<file path="config.mk">
export PLATFORM = sky130hd
export DESIGN_NAME = irrigation_sequencer
export DESIGN_NICKNAME = d
export VERILOG_FILES = /design/src/rtl/rega_pkg.sv /design/src/rtl/sensor_debounce.sv /design/src/rtl/irrigation_sequencer.sv
export SDC_FILE = /design/constraint.sdc
export NUM_CORES = 1
export LEC_CHECK = 0
export ABC_AREA = 1
export CORE_ASPECT_RATIO = 0.6
export CORE_MARGIN = 1
export CORE_UTILIZATION = 57
export DETAILED_ROUTE_END_ITERATION = 16
export GPL_TIMING_DRIVEN = 1
export PLACE_DENSITY = 0.8
export SYNTH_ARGS = -nofsm -noshare
export SYNTH_HDL_FRONTEND = slang
export SYNTH_SLANG_ARGS = --single-unit
</file>
<file path="constraint.sdc">
create_clock -name clk -period 4.25 [get_ports clk]
set_clock_uncertainty 0.1 [all_clocks]
set_input_delay 1.0625 -clock clk [delete_from_list [all_inputs] [get_ports clk]]
set_output_delay 1.0625 -clock clk [all_outputs]
set_load 0.02 [all_outputs]
</file>
<file path="src/rtl/rega_pkg.sv">
// Shared definitions for the irrigation sequencer: FSM state codes, soil-moisture codes
// and sprinkler/drip mux select codes.
package rega_pkg;

  typedef enum logic [2:0] {
    ST_IDLE  = 3'd0,
    ST_DRIP  = 3'd1,
    ST_SPRAY = 3'd2,
    ST_COOL  = 3'd3,
    ST_FILL  = 3'd4,
    ST_FAULT = 3'd5
  } state_t;

  localparam logic [1:0] UMID_VDRY  = 2'b00;
  localparam logic [1:0] UMID_DRY   = 2'b01;
  localparam logic [1:0] UMID_MOIST = 2'b10;
  localparam logic [1:0] UMID_WET   = 2'b11;

  localparam logic MODE_DRIP  = 1'b0;
  localparam logic MODE_SPRAY = 1'b1;

endpackage

</file>
<file path="src/rtl/sensor_debounce.sv">
// Two-flop synchroniser followed by a stability counter: the output follows the synced
// input only after DEB_CYCLES consecutive cycles of disagreement.
module sensor_debounce #(
  parameter int DEB_CYCLES = 4
) (
  input  logic clk,
  input  logic rst,
  input  logic d_in,
  output logic d_out
);

  localparam int CW = (DEB_CYCLES > 1) ? $clog2(DEB_CYCLES) : 1;

  logic          sync1_q, sync2_q, out_q;
  logic [CW-1:0] cnt_q;

  always_ff @(posedge clk) begin
    if (rst) begin
      sync1_q <= 1'b0;
      sync2_q <= 1'b0;
      out_q   <= 1'b0;
      cnt_q   <= '0;
    end else begin
      sync1_q <= d_in;
      sync2_q <= sync1_q;
      // Any cycle of agreement restarts the stability count.
      if (sync2_q == out_q) begin
        cnt_q <= '0;
      end else if (cnt_q == CW'(DEB_CYCLES - 1)) begin
        out_q <= sync2_q;
        cnt_q <= '0;
      end else begin
        cnt_q <= cnt_q + CW'(1);
      end
    end
  end

  assign d_out = out_q;

endmodule

</file>
<file path="src/rtl/irrigation_sequencer.sv">
// Moore FSM choosing drip/sprinkler irrigation, tank refill and fault lockout from
// debounced sensors; drives the method-mux select and the valve/pump enables.
module irrigation_sequencer
  import rega_pkg::*;
#(
  parameter int CNT_W        = 8,
  parameter int DEB_CYCLES   = 4,
  parameter int DRIP_CYCLES  = 20,
  parameter int SPRAY_CYCLES = 10,
  parameter int COOL_CYCLES  = 8,
  parameter int FILL_MAX     = 200
) (
  input  logic       clk,
  input  logic       rst,
  input  logic [1:0] umid,
  input  logic       temp_high,
  input  logic       tank_low,
  input  logic       tank_full,
  output logic       sel_mode,
  output logic       valve_en,
  output logic       fill_pump,
  output logic       busy,
  output logic       alarm,
  output logic [2:0] state_o
);

  logic [4:0] raw_sens;
  logic [4:0] deb_sens;
  logic [1:0] umid_deb;
  logic       temp_high_deb, tank_low_deb, tank_full_deb, fault_cond;

  assign raw_sens = {tank_full, tank_low, temp_high, umid};

  genvar gi;
  generate
    for (gi = 0; gi < 5; gi++) begin : g_deb
      sensor_debounce #(.DEB_CYCLES(DEB_CYCLES)) u_deb (
        .clk  (clk),
        .rst  (rst),
        .d_in (raw_sens[gi]),
        .d_out(deb_sens[gi])
      );
    end
  endgenerate

  assign umid_deb      = deb_sens[1:0];
  assign temp_high_deb = deb_sens[2];
  assign tank_low_deb  = deb_sens[3];
  assign tank_full_deb = deb_sens[4];
  assign fault_cond    = tank_low_deb & tank_full_deb;

  state_t           state_q, state_d;
  logic [CNT_W-1:0] timer_q, timer_d;
  logic             sel_mode_q, sel_mode_d;
  logic             timed;

  always_ff @(posedge clk) begin
    if (rst) begin
      state_q    <= ST_IDLE;
      timer_q    <= '0;
      sel_mode_q <= MODE_DRIP;
    end else begin
      state_q    <= state_d;
      timer_q    <= timer_d;
      sel_mode_q <= sel_mode_d;
    end
  end

  always_comb begin
    state_d    = state_q;
    sel_mode_d = sel_mode_q;
    case (state_q)
      ST_IDLE: begin
        if (fault_cond) begin
          state_d = ST_FAULT;
        end else if (tank_low_deb) begin
          state_d = ST_FILL;
        end else if (umid_deb <= UMID_DRY) begin
          if (umid_deb == UMID_VDRY && !temp_high_deb) begin
            state_d    = ST_SPRAY;
            sel_mode_d = MODE_SPRAY;
          end else begin
            state_d    = ST_DRIP;
            sel_mode_d = MODE_DRIP;
          end
        end
      end
      ST_DRIP: begin
        if (fault_cond)                                              state_d = ST_FAULT;
        else if (tank_low_deb)                                       state_d = ST_FILL;
        else if (umid_deb == UMID_WET ||
                 timer_q == CNT_W'(DRIP_CYCLES - 1))                 state_d = ST_COOL;
      end
      ST_SPRAY: begin
        if (fault_cond)                                              state_d = ST_FAULT;
        else if (tank_low_deb)                                       state_d = ST_FILL;
        else if (umid_deb == UMID_WET ||
                 timer_q == CNT_W'(SPRAY_CYCLES - 1))                state_d = ST_COOL;
      end
      ST_COOL: begin
        if (fault_cond)                                              state_d = ST_FAULT;
        else if (timer_q == CNT_W'(COOL_CYCLES - 1))                 state_d = ST_IDLE;
      end
      ST_FILL: begin
        if (fault_cond)                                              state_d = ST_FAULT;
        else if (tank_full_deb)                                      state_d = ST_IDLE;
        else if (timer_q == CNT_W'(FILL_MAX - 1))                    state_d = ST_FAULT;
      end
      ST_FAULT: state_d = ST_FAULT;
      default:  state_d = ST_IDLE;
    endcase
  end

  // Timer restarts on every state change, so each timed state measures its own dwell.
  assign timed   = (state_q == ST_DRIP) || (state_q == ST_SPRAY) ||
                   (state_q == ST_COOL) || (state_q == ST_FILL);
  assign timer_d = (state_d != state_q) ? '0 :
                   (timed ? timer_q + CNT_W'(1) : timer_q);

  assign sel_mode  = sel_mode_q;
  assign valve_en  = (state_q == ST_DRIP) || (state_q == ST_SPRAY);
  assign fill_pump = (state_q == ST_FILL);
  assign busy      = (state_q != ST_IDLE);
  assign alarm     = (state_q == ST_FAULT);
  assign state_o   = state_q;

endmodule
</file>
; Word-level counts from Yosys, hierarchy flattened
; Cells that the tools add are included.
; W data, S select, Z words.
[word_totals]
regBits = 37
inputBits = 7
out_inout_bits = 8
word_cells = 98
[op_classes]
n_addsub = 6
magnitude_cmp = 1
eq_ne = 21
n_mux = 17
bitwise_logic = 8
n_reduce_logical = 22
[ops]
columns = cell, n
row1 = $mux W3, 14
row2 = $pmux W3 S6, 1
row3 = $reduce_or A3 Y1, 5
row4 = $eq A2 B2 Y1 const B, 6
row5 = $add A2 B1 Y2 const B, 5
row6 = $reduce_and A2 Y1, 5
row7 = $add A8 B1 Y8 const B, 1
row8 = $eq A8 B3 Y1 const B, 1
row9 = $eq A8 B4 Y1 const B, 1
row10 = $eq A8 B5 Y1 const B, 1
row11 = $eq A8 B8 Y1 const B, 1
row12 = $not A1 Y1, 7
row13 = $eq A3 B2 Y1 const B, 2
row14 = $eq A3 B3 Y1 const B, 2
row15 = $eq A1 B1 Y1, 5
row16 = $logic_or A1 B1 Y1, 5
row17 = $reduce_and A4 Y1, 1
row18 = $eq A3 B1 Y1 const B, 1
row19 = $logic_not A3 Y1, 1
row20 = $ne A3 B3 Y1, 1
row21 = $reduce_bool A3 Y1, 1
row22 = $le A2 B1 Y1 const B, 1
row23 = $logic_not A2 Y1, 1
row24 = $mux W2, 1
row25 = 5 further kinds, 5

; Depth between registers and ports, before layout
; Gate-level depths: netlist of run 1.
[depth]
word_depth = 9
mapped_depth = 13
depth_no_buf = 13

; By module
; From an unflattened synthesis of run 1, not the netlist that was laid out.
[hier_totals]
hier_cells = 249
area_unflattened_um2 = 1780.5
[modules_own_cells]
columns = mod, n_inst, cells_each, area_each_um2, seq_area_each_um2
row1 = sensor_debounce, 5, 23, 186.4, 100.1
row2 = irrigation_sequencer, 1, 134, 848.3, 240.2

; Least setup slack after synthesis of run 1
; OpenSTA, ideal clock, no wires.
[synth_path]
path_type = register -> output
start = register state_q[1], in the netlist state_o[1]
end = output port valve_en
t_arrival_ns = 1.172
required_time_ns = 3.088
slack_ns = 1.915
path_stages_with_launch = 3
n_path_buf = 0
path_cell_list = dfxtp_1 nand2_2 o21ai_0
[synth_via]
elab_chain_len = 2
elab_cells_between_ends = 3
cone_classes = 2 x eq/ne / 1 x reduce/logical
[synth_lines]
columns = element, line_no
row1 = "start, declared", irrigation_sequencer.sv:52  ; state_t state_q, state_d;
row2 = "start signal, assigned", irrigation_sequencer.sv:63  ; state_q <= state_d;
row3 = $eq A3 B1 Y1 / $eq A3 B2 Y1 (equally long branches), irrigation_sequencer.sv:121  ; assign valve_en = (state_q == ST_DRIP) || (state_q == ST_SPRAY);
row4 = $logic_or A1 B1 Y1 *, irrigation_sequencer.sv:121
row5 = "end, declared", irrigation_sequencer.sv:20  ; output logic valve_en,
; Every way passes the cells marked *; elsewhere a longest branch is shown, timed or not.

; Worst setup path after layout of run 1
; Ends and elaborated chain as after synthesis.

==> results of run 1 <==
==> placed cells by master, fill, tap and decap left out <==
master	synthesis	layout
a21oi_1	12	12
a21oi_4	2	2
buf_4	0	1
bufinv_16	0	1
clkbuf_1	2	1
clkbuf_8	0	6
clkdlybuf4s50_1	0	14
clkinv_1	1	1
dfxtp_1	37	37
ha_1	7	7
inv_1	38	38
inv_2	2	2
mux2i_1	1	1
nand2_1	28	28
nand2_2	5	5
nand2_4	1	1
nand3_1	12	12
nand3_2	2	2
nand4_1	1	1
nand4_2	1	1
nor2_1	41	41
nor2_2	13	13
nor2_4	2	2
nor3_1	1	1
o211ai_1	5	5
o21a_1	1	1
o21ai_0	10	10
xnor2_1	1	1
xor2_1	6	6
==> routing by layer <==
metal  routed length [um]  vias to the layer above  share of wire  GRT usage
met1                 1810                      600           0.55     0.3481
met3                  240                        5          0.074    0.07589
met2                 1161                       49           0.36     0.2636
met5                    0                        -              0          0
li1                     -                      762              -          -
met4                   50                        0          0.015     0.1154
==> power by group through the flow <==
stage | sequential (W) | combinational [W] | clock [W]
after CTS | 0.000360 | 0.0000428 | 0.000321
final | 0.000360 | 0.0000425 | 0.000316
after global placement | 0.000368 | 0.0000421 | 0
after global routing | 0.000361 | 0.0000470 | 0.000338
after detailed placement | 0.000368 | 0.0000424 | 0
after floorplan | 0.000368 | 0.0000255 | 0
==> cell usage after synthesis (2+ instances only) <==
master	n
nand2_1	28
nor2_2	13
nand3_2	2
inv_1	38
nand3_1	12
inv_2	2
nor2_1	41
dfxtp_1	37
o211ai_1	5
a21oi_1	12
nand2_2	5
clkbuf_1	2
ha_1	7
nor2_4	2
o21ai_0	10
xor2_1	6
a21oi_4	2
==> per-stage QoR <==
stage | utilization | total power (W) | hold WS [ns] | std cells
detailed placement | 0.6705 | 0.0004105 | 0.2987 | 287
global route | 0.7105 | 0.0007458 | 0.3356 | 295
CTS | 0.7105 | 0.0007240 | 0.3085 | 295
finish | 0.7105 | 0.0007185 | 0.3039 | 295
global placement | 0.6705 | 0.0004099 | 0.2896 | 287
floorplan | - | 0.0003939 | 0.2883 | 234
==> area by class of cell <==
cell class	count	share of cell area
Clock buffer	7	0.04177
Clock inverter	1	0.01453
Inverter	41	0.07446
Multi-Input combinational cell	152	0.4140
Sequential cell	37	0.3584
Tap cell	42	0.02542
Timing Repair Buffer	15	0.07143
==> worst max-delay path, stage by stage (launching register included) <==
cell and delay [ns]:
dfxtp_1 0.41, inv_2 0.13, nand2_1 0.09, nor2_1 0.15, clkinv_1 0.10, o21ai_0 0.09
clkdlybuf4s50_1 0.64
==> cell families (layout without fill, tap and decap cells) <==
family / Yosys count / count (layout) / synth area share
buffers and inverters: 45 / 64 / 0.1001
multiplexers: 1 / 1 / 0.005642
AO/OA/AOI/OAI: 30 / 30 / 0.1058
XOR/XNOR: 7 / 7 / 0.03456
adder cells (fa/ha/maj): 7 / 7 / 0.04936
AND/OR/NAND/NOR: 107 / 107 / 0.2870
flip-flops: 37 / 37 / 0.4175
==> registers in the layout, indices dropped and copies added, names as in the netlist <==
name                 flops
g_deb.u_deb.cnt_q       10
timer_q                  8
g_deb.u_deb.sync2_q      5
state_o                  3
sel_mode                 1
g_deb.u_deb.sync1_q      5
g_deb.u_deb.d_out        5
==> worst max path at each step <==
stage	from	endpoint	slack (ns)	cells after the start
4_1_cts	state_o[0]$_SDFF_PP0_	valve_en	1.21	5
3_3_place_gp	state_o[0]$_SDFF_PP0_	valve_en	1.56	5
6_report	state_o[1]$_SDFF_PP0_	valve_en	1.19	6
3_5_place_dp	state_o[0]$_SDFF_PP0_	valve_en	1.55	5
2_1_floorplan	state_o[1]$_SDFF_PP0_	valve_en	1.92	2
5_1_grt	state_o[0]$_SDFF_PP0_	valve_en	1.09	5
==> results.md, run 1 <==
Finish:
- The area of the multi-input gates is around 860 um^2.
- The share of post-route cells with drive strength above 1 is 0.1423.
- Compared with the post-synthesis result, the final layout area differs by 16.50%.
- The layout has 237 filler cells.
- The layout net count is 266.
- The finished cells cover about 0.0021 mm^2.
- The number of antenna repair diodes is 0.
- In the final layout, flip-flops and latches occupy 740.7 um^2.

Yosys:
- The top cell type by total area after synthesis is dfxtp_1.
- The average instance in the mapped netlist occupies 7.582 um^2.
- The share of the Yosys chip area taken by registers is 0.4175.
- The fraction of registers with async set/reset is 0.
- The most used flip-flop cell after synthesis is dfxtp_1.
- The count of state elements after synthesis is 37.
- The combined area of all synthesized cells is approximately 0.0018 mm^2.
- The distinct cell type count after synthesis is 27.
- The number of nets produced by synthesis is 248.
- The fraction of synthesized cell area taken by the top area cell type is 0.4175.
- The number of enable-type register cells in the synthesized netlist is 0.
- Counting every instance in the synthesized netlist gives 234.
- The number of warnings printed during yosys synthesis is 0.
- Sorting the synthesized cells by area gives the leading types as dfxtp_1 42%, nor2_1 8.7%, inv_1 8.0%, nand2_1 5.9%, ha_1 4.9%.

Power:
- Of the total power, the clock network draws 0.439.
- The worst voltage drop across the vdd grid is 0.2471 mV.
- The combinational group share of total power is 0.059.
- The switching component of the power is 0.0001536 W.
- Of the total power, the share spent switching nets is 0.2137.
- The internal cell power is 0.0005649 W.
- Dividing total power by cell area gives a power density of 347.6 mW/mm^2.
- The static leakage is approximately 0.92 nW.
- The share of total power dissipated in sequential elements is 0.502.

Drt:
- The count of nets left with antenna violations after detail routing is 0.
- The number of vias after detailed routing is 1416.
- Using the TritonRoute via totals, the vias-per-cell ratio works out to 4.800.
- The first TritonRoute pass finished after 4 iterations.
- In the routed design, unresolved DRC markers number 0.
- The average wire length per cell after detail routing is 11.06 um.
- The sum of routed wire length over all layers is 3.262 mm.
- The number of DRC markers in iteration 0 is ~170.

Job:
- The count of max-cap constraint violations is 0.

CTS:
- Buffers inserted during clock tree synthesis total 5.
- The clock reaches the later pin of the worst-skew pair after 0.29 ns.
- The clock-pin slew reported for the worst setup and hold paths after clock tree synthesis is 0.07 ns.
- The clock tree from TritonCTS is built.
- For this design, the sink count on the clock tree is 37.
- The total of hold buffers inserted after clock tree synthesis is 0.
- The H-tree was split into 2 levels.
- The post-cts repair resize count is 0.
- The post-CTS setup-driven buffer insertion count is 0.
- The largest buffer count on any clock path is 2.
- The clock root buffer is clkbuf_8.

Floorplan:
- The horizontal die dimension is 74.03 um.
- In this run the count of I/O pins placed on the die edge is 15.
- Row generation in the floorplan step produced 15 rows.
- The core region is slightly below 0.003 mm^2.
- The die area is 0.003347 mm^2.
- The die outline height is 45.22 um.
- The initial core utilization is 0.6099.

Timing:
- The slew at the pin closest to its max-slew limit is 0.4689 ns.
- The final number of hold-violating endpoints is 0.
- In this run the tightest slew margin relative to its limit is 0.6841.
- Setup repair after global routing left no endpoint under its margin.
- The worst path needs 3.062 ns of the cycle, external delays included.
- Setup violations remaining at the end of the flow were counted as 0.
- For this run, the top clock speed supported by timing is 0.3265 GHz.
- The final clock period utilization by the worst path is 0.7206.
- For the final routed database, the setup TNS stands at 0 ns.
- The number of pins with negative max-slew slack in the final report is 0.
- Setup slack closes at 1.188 ns.

Hold path:
- The class of the worst hold path is flip-flop to flip-flop.
- The cell count of the worst hold path is 2.
- The worst hold path endpoint is g_deb[4].u_deb.sync2_q$_SDFF_PP0_.
- The worst min-delay path startpoint is g_deb[4].u_deb.sync1_q$_SDFF_PP0_.

Critical path:
- The launching point of the worst reg2reg path is timer_q[0]$_SDFFE_PP0P_.
- In this run the worst path has a maximum fanout of 8.
- The worst reg2reg path depth is 10.
- The endpoint required time on the critical path is 3.09 ns.
- The worst setup slack for register-to-register paths is 2.12 ns.
- STA classifies the critical path endpoint as an output pin.
- Data on the critical path arrives at its endpoint at about 1.9 ns.
- The capture point of the worst reg-to-reg path is timer_q[5]$_SDFFE_PP0P_.
- By startpoint and endpoint, the worst setup path is classified as flip-flop to output pin.
- The nature of the critical path startpoint is a flip-flop.

Place:
- The final estimated routing congestion in global placement is 0.8631.
- The post-DP HPWL is 2.406 mm.
- In this run the tool buffered the top-level ports with 14 buffer cells.
- OpenSTA, run right after detailed placement, puts the worst setup slack at approximately 1.5 ns.
- Once placement finished, the instance area stood at 0.001951 mm^2.

Run status:
- The flow ran to the end, and the final reports show no timing, DRC or antenna violations.

Global routing:
- The first-pass GRT wire length is roughly 5.3 mm.
- The via count of the first global-routing pass came to 1140.
- The global route total overflow is 0.
- The initial antenna violation count is 0.
- The combined global-route utilization of all metal layers is 0.2254.
- Entering global routing, the biggest net connects 21 pins.
Note: power is estimated with default switching activity, not from simulation.
==> run 2: changes to the inputs <==
Settings changed: CORE_UTILIZATION 57 to 51, PLACE_DENSITY 0.8 to 0.75.
Clock period 4.25 ns to 2.55 ns, I/O delays scaled along.
==> run 2 against run 1 <==
- combinational power is 64% higher
- die area grew 11%
- critical path type unchanged
- clock power rose by 28%
- routed wire length down 6.0%
- register-to-register slack got worse by 1.6 ns
- final area decreased by 1.0%
- non-clock buffer count is the same
- total power increased by 50%
- sequential power is 67% higher
- largest cell class unchanged
==> results.md, run 2 (synthesized netlist as in run 1, its figures left out) <==
Global routing:
- The largest net degree at the start of global routing is 20.
- The first global-routing pass estimated 5.106 mm of wire.
- The initial antenna violation count is 0.
- In the global route stage, overall resource usage came out at 0.1867.
- The via count of the first global-routing pass is 1096.
- Global routing finished with a remaining overflow of 0.

CTS:
- The H-tree was split into 2 levels.
- The largest buffer count on any clock path is 2.
- Hold repair after CTS inserted 0 buffers.
- The tree is rooted in a clkbuf_8.
- TritonCTS built the clock tree.
- Post-CTS timing repair inserted 0 buffers for setup.
- After clock tree synthesis, the repair step resized 2 gates.
- The clock sink count is 37.
- The clock insertion delay at the later pin of the skew report is 0.29 ns.
- After clock tree synthesis, the clock-pin slew on the worst setup and hold paths is 0.08 ns.
- The number of CTS-inserted buffers is 5.

Critical path:
- Walking the worst path, the cells encountered are inv_2 -> nand2_1 -> nor2_2 -> clkdlybuf4s50_1.
- The launching element of the worst setup path is state_o[1]$_SDFF_PP0_.
- The critical path is of the flip-flop to output pin type.
- STA classifies the critical path endpoint as an output pin.
- The slowest stage of the critical path belongs to the cell clkdlybuf4s50_1.
- The worst setup path is launched from a flip-flop.
- STA puts the critical path data arrival time at 1.70 ns.
- For the worst flop-to-flop path, the logic depth is 10.
- The worst register-to-register path begins at timer_q[0]$_SDFFE_PP0P_.
- The largest single stage delay on the critical path is 0.64 ns.
- The highest net fanout along the worst path is 8.
- The endpoint required time on the critical path is 1.81 ns.

Finish:
- The final standard cell utilization of the core is 0.6231.
- The library cell used most frequently in the layout, excluding fill and tap cells, is nor2_1.
- Relative to the synthesized area, the layout overhead comes to 15.30%.
- The number of antenna diodes in the final layout is 0.
- Of the cells placed in the final design, the portion with a size suffix greater than 1 is 0.1542.
- The largest registers in the layout are g_deb.u_deb.cnt_q (10), timer_q (8).
- For this run, the post-layout net count is between 200 and 300.
- The register bank with the most flops is g_deb.u_deb.cnt_q.
- The number of flip-flops in the largest register is 10.
- In the layout the commonest cells are 41 x nor2_1, 38 x inv_1, 35 x dfxtp_1, 28 x nand2_1.

Power:
- Power spread over the standard cell area amounts to 525.6 mW/mm^2.
- VDD sags by at most roughly 0.40 mV.
- The design draws roughly 0.0011 W.
- Summed over all cells, the static leakage comes to roughly 0.9 nW.

Floorplan:
- The die area is ~0.0037 mm^2.
- Measured along the y axis, the die boundary spans 47.69 um.
- The number of core rows is 16.
- The placeable core area is 0.003283 mm^2.
- For this design the top-level I/O count stands at 15.
- The horizontal die dimension is 78.15 um.
- The initial utilization of the core area, before any placement, comes to 0.5404.

Place:
- The number of input and output port buffers inserted is 14.
- The HPWL after detailed placement is roughly 2.4 mm.
- The final estimated routing congestion in global placement is 0.8434.

Timing:
- The highest achievable clock rate is approximately 0.4 GHz.
- The final number of hold-violating endpoints is 0.
- In the finished design, the share of the clock period the worst path needs comes to 0.9542.
- At the pin with the least slew margin, the transition time is about 0.38 ns.
- The tightest slew margin relative to the limit is 0.7451.
- The final critical-path required period is 2.433 ns.
- Setup repair after global routing left no endpoint under its margin.
- Adding up every negative setup slack in the final design gives 0 ns.
- The number of pins with negative max-slew slack in the final report is 0.
- Setup violations remaining at the end of the flow were counted as 0.

Drt:
- The number of DRC markers in iteration 0 is 101.
- In the routed design, unresolved DRC markers number 0.
- After detailed routing, the average wire length per cell comes to 10.29 um.
- The first-pass iteration count of the detailed router is 4.
- The number of vias after detailed routing is 1413.
- In the routed layout, each cell is associated on average with a via count of 4.742.
- For this block, the routed nets add up to between 3 and 4 mm of wire.
- In this run the remaining antenna-violating nets after routing total 0.

Job:
- The tool flagged a number of max-cap violations equal to 0.

Hold path:
- The worst min-delay path startpoint is g_deb[0].u_deb.sync1_q$_SDFF_PP0_.
- In this run the worst hold path is classified as flip-flop to flip-flop.
- The worst hold path was traced through 2 stages.

Run status:
- The run finished with clean final reports.
-- run 2: final timing paths --
path / endpoint / slack, ns
setup / recovery: alarm / 0.12
hold / removal: g_deb[0].u_deb.sync2_q$_SDFF_PP0_ / 0.31
setup reg to reg: timer_q[5]$_SDFFE_PP0P_ / 0.52
hold reg to reg: g_deb[0].u_deb.sync2_q$_SDFF_PP0_ / 0.31
-- run 2: metal layers --
layer,up-vias,GRT usage,share of wire
met5,-,0,0
met4,0,0.06667,0.0068
met3,3,0.07238,0.078
met2,39,0.2175,0.36
met1,610,0.2905,0.56
li1,761,-,-
-- run 2: cell type report --
type | count | area [um^2]
multi-input combinational | 152 | 855.8
clock buffer | 5 | 68.82
sequential | 37 | 743.2
tap | 45 | 56.30
timing repair buffer | 15 | 146.4
inverter | 41 | 153.9
fill | 301 | 1237
clock inverter | 3 | 21.27
-- run 2: critical path, delay by kind of cell, from the launching register on --
kind	cells	cell delay [ns]
buffers and inverters	2	0.76
AND/OR/NAND/NOR	2	0.26
flip-flops	1	0.40
-- run 2: where the power goes --
part | internal, W | total, W | switching [W]
Sequential | 0.000591 | 0.000600 | 0.00000898
Clock | 0.000194 | 0.000406 | 0.000212
Combinational | 0.0000313 | 0.0000696 | 0.0000384
-- run 2: per-stage QoR --
step | worst slack [ns] | instances | hold slack, ns | area [um^2]
global placement | 0.2692 | 290 | 0.2904 | 1954
CTS | 0.06480 | 298 | 0.3100 | 2044
finish | 0.1167 | 298 | 0.3087 | 2046
floorplan | 0.6404 | 234 | 0.2883 | 1774
global route | 0.02548 | 298 | 0.3219 | 2046
detailed placement | 0.2534 | 290 | 0.2961 | 1954
==> run 3: changes to the inputs <==
Settings changed: CTS_CLUSTER_DIAMETER set to 150, RECOVER_POWER set to 25.
==> run 3 against run 2 <==
- fmax stayed put
- cell count stayed put
- final area is 0.18% lower
- largest cell class unchanged
- highest routed layer unchanged
==> results.md, run 3 (synthesized netlist as in run 1, its figures left out) <==
Run status:
- The run finished with clean final reports.

Finish:
- The number of antenna repair diodes is 0.
- The finished cells cover 0.002042 mm^2.
- The largest registers in the layout are g_deb.u_deb.cnt_q (10), timer_q (8).
- The number of flip-flops in the largest register is 10.
- The library cells used most frequently in the layout, excluding fill and tap cells, are 41 x nor2_1, 38 x inv_1, 35 x dfxtp_1, 28 x nand2_1, 13 x nor2_2.
- The layout net count is 266.
- Compared with the post-synthesis result, the final layout area differs by 15.09%.
- In the final layout, the share of cells above drive strength 1 is 0.1502.
- The filler cell count is 303.
- g_deb.u_deb.cnt_q holds more flip-flops than any other register.
- The commonest non-fill, non-tap cell in the layout is nor2_1.

Drt:
- The number of DRC markers in iteration 0 is roughly 100.
- The average wire length per cell after detail routing is about 10 um.
- The residual DRC count is 0.
- The number of vias after detailed routing is 1413.
- The first-pass iteration count of the detailed router is 4.
- After detailed routing, the total wire length is 3.068 mm.
- The count of nets left with antenna violations after detail routing is 0.
- The number of vias per cell after detailed routing is 4.742.

Critical path:
- For the worst setup path, the data required time is between 1.5 and 2 ns.
- The worst setup path is of the flip-flop to output pin kind.
- STA classifies the critical path startpoint as a flip-flop.
- STA classifies the critical path endpoint as an output pin.
- Data on the critical path arrives at its endpoint at 1.70 ns.
- Along the worst path, the maximum fanout reaches 8.

Floorplan:
- The initialized floorplan defines 16 standard-cell rows.
- The initial core utilization is 0.5404.
- The die covers 0.003726 mm^2.
- The horizontal die dimension is 78.15 um.
- The placeable core area is 0.003283 mm^2.
- The die outline height is 47.69 um.
- For this design the top-level I/O count stands at 15.

Timing:
- The number of pins with negative max-slew slack in the final report is 0.
- The slew at the pin closest to its max-slew limit is 0.8140 ns.
- The tightest slew margin relative to the limit is 0.4573.
- Setup repair after global routing left no endpoint under its margin.
- Setup violations remaining at the end of the flow were counted as 0.
- For the finished layout, the period the worst path requires is 2.433 ns.
- The final number of hold-violating endpoints came to 0.
- The highest achievable clock rate is roughly 0.41 GHz.
- Setup total negative slack on the finished layout was measured at 0 ns.
- Dividing the final minimum period by the clock period gives 0.9542.

Hold path:
- The min-delay analysis places its worst path in the category flip-flop to flip-flop.

CTS:
- The later pin in the worst-skew pair is clocked with a latency of 0.29 ns.
- In this run, CTS created clock tree buffers numbering 5.
- In this run the clock root is driven by a clkbuf_8.
- TritonCTS built the clock tree.
- The number of hold buffers added after CTS was 0.
- CTS saw 37 sinks.
- The clock-pin slew reported for the worst setup and hold paths after clock tree synthesis is roughly 0.08 ns.
- The H-tree depth reported by CTS is 2.
- The largest buffer count on any clock path is 2.

Global routing:
- The initial antenna violation count is 0.
- The largest net degree at the start of global routing is 20.
- The via count of the first global-routing pass is approximately 1100.
- The combined global-route utilization of all metal layers is 0.1867.
- After global routing the overflow that remains totals 0.
- The first-pass GRT wire length is just over 5 mm.

Job:
- The count of max-cap constraint violations is 0.

Place:
- Detailed placement ended at an HPWL of 2.388 mm.
- The count of buffers added on input and output ports is 14.
- The post-placement cell area is 0.001954 mm^2.
- The final estimated routing congestion in global placement is 0.8434.

Power:
- IR analysis of the VDD net gives a maximum drop of 0.3955 mV.
- Summed over all cells, the static leakage comes to 0.9023 nW.
- Dividing total power by cell area gives a power density of 526.1 mW/mm^2.
## run 3: cell types whose count changed in the layout (fill, tap and decap cells not counted)
cell / delta
clkbuf_1: +1
clkdlybuf4s50_1: -1
buf_4: -1
dlygate4sd3_1: +1
## run 3: timing repair
action / 4_1_cts / 5_1_grt
cloned: 0 / 0
hold endpoints to repair: 0 / 0
resized for setup: 2 / 1
setup endpoints to repair: 1 / 1
buffers inserted: 0 / 0
## run 3: stage by stage
stage,cells,setup WS (ns),power [W],utilization,hold slack [ns]
finish,298,0.1167,0.001074,0.6220,0.3087
global route,298,0.02548,0.001129,0.6220,0.3219
CTS,298,0.06480,0.001094,0.6227,0.3100
detailed placement,290,0.2534,0.0006843,0.5953,0.2961
global placement,290,0.2692,0.0006835,0.5953,0.2904
floorplan,234,0.6404,0.0006565,-,0.2883
## run 3: layout make-up
class / instances / area (um^2) / area share
clock buffer: 5 / 68.82 / 0.03370
clock inverter: 3 / 21.27 / 0.01042
inverter: 41 / 153.9 / 0.07537
multi-input combinational: 152 / 855.8 / 0.4191
sequential: 37 / 743.2 / 0.3640
tap: 45 / 56.30 / 0.02757
timing repair buffer: 15 / 142.6 / 0.06985
## run 3: worst max-delay path, stage by stage, from the launching register on
cell             delay [ns]
dfxtp_1                0.40
inv_2                  0.12
nand2_1                0.09
nor2_2                 0.17
clkdlybuf4s50_1        0.64
## run 3: final timing paths
check | from | end | slack, ns | cells past startpoint
setup / recovery | state_o[1]$_SDFF_PP0_ | alarm | 0.12 | 4
hold / removal | g_deb[0].u_deb.sync1_q$_SDFF_PP0_ | g_deb[0].u_deb.sync2_q$_SDFF_PP0_ | 0.31 | 2
setup reg to reg | timer_q[0]$_SDFFE_PP0P_ | timer_q[5]$_SDFFE_PP0P_ | 0.52 | 10
hold reg to reg | g_deb[0].u_deb.sync1_q$_SDFF_PP0_ | g_deb[0].u_deb.sync2_q$_SDFF_PP0_ | 0.31 | 2
## run 3: where the power goes
group	internal, W	switching (W)	total (W)
registers	0.000591	0.00000898	0.000600
logic	0.0000304	0.0000384	0.0000687
clock network	0.000194	0.000212	0.000406
## run 3: routing by layer
layer,up-vias,track usage,share of wire,wire length [um]
met3,3,0.07238,0.078,238
met2,39,0.2175,0.36,1104
met4,0,0.06667,0.0068,21
met5,-,0,0,0
li1,761,-,-,-
met1,610,0.2905,0.56,1704
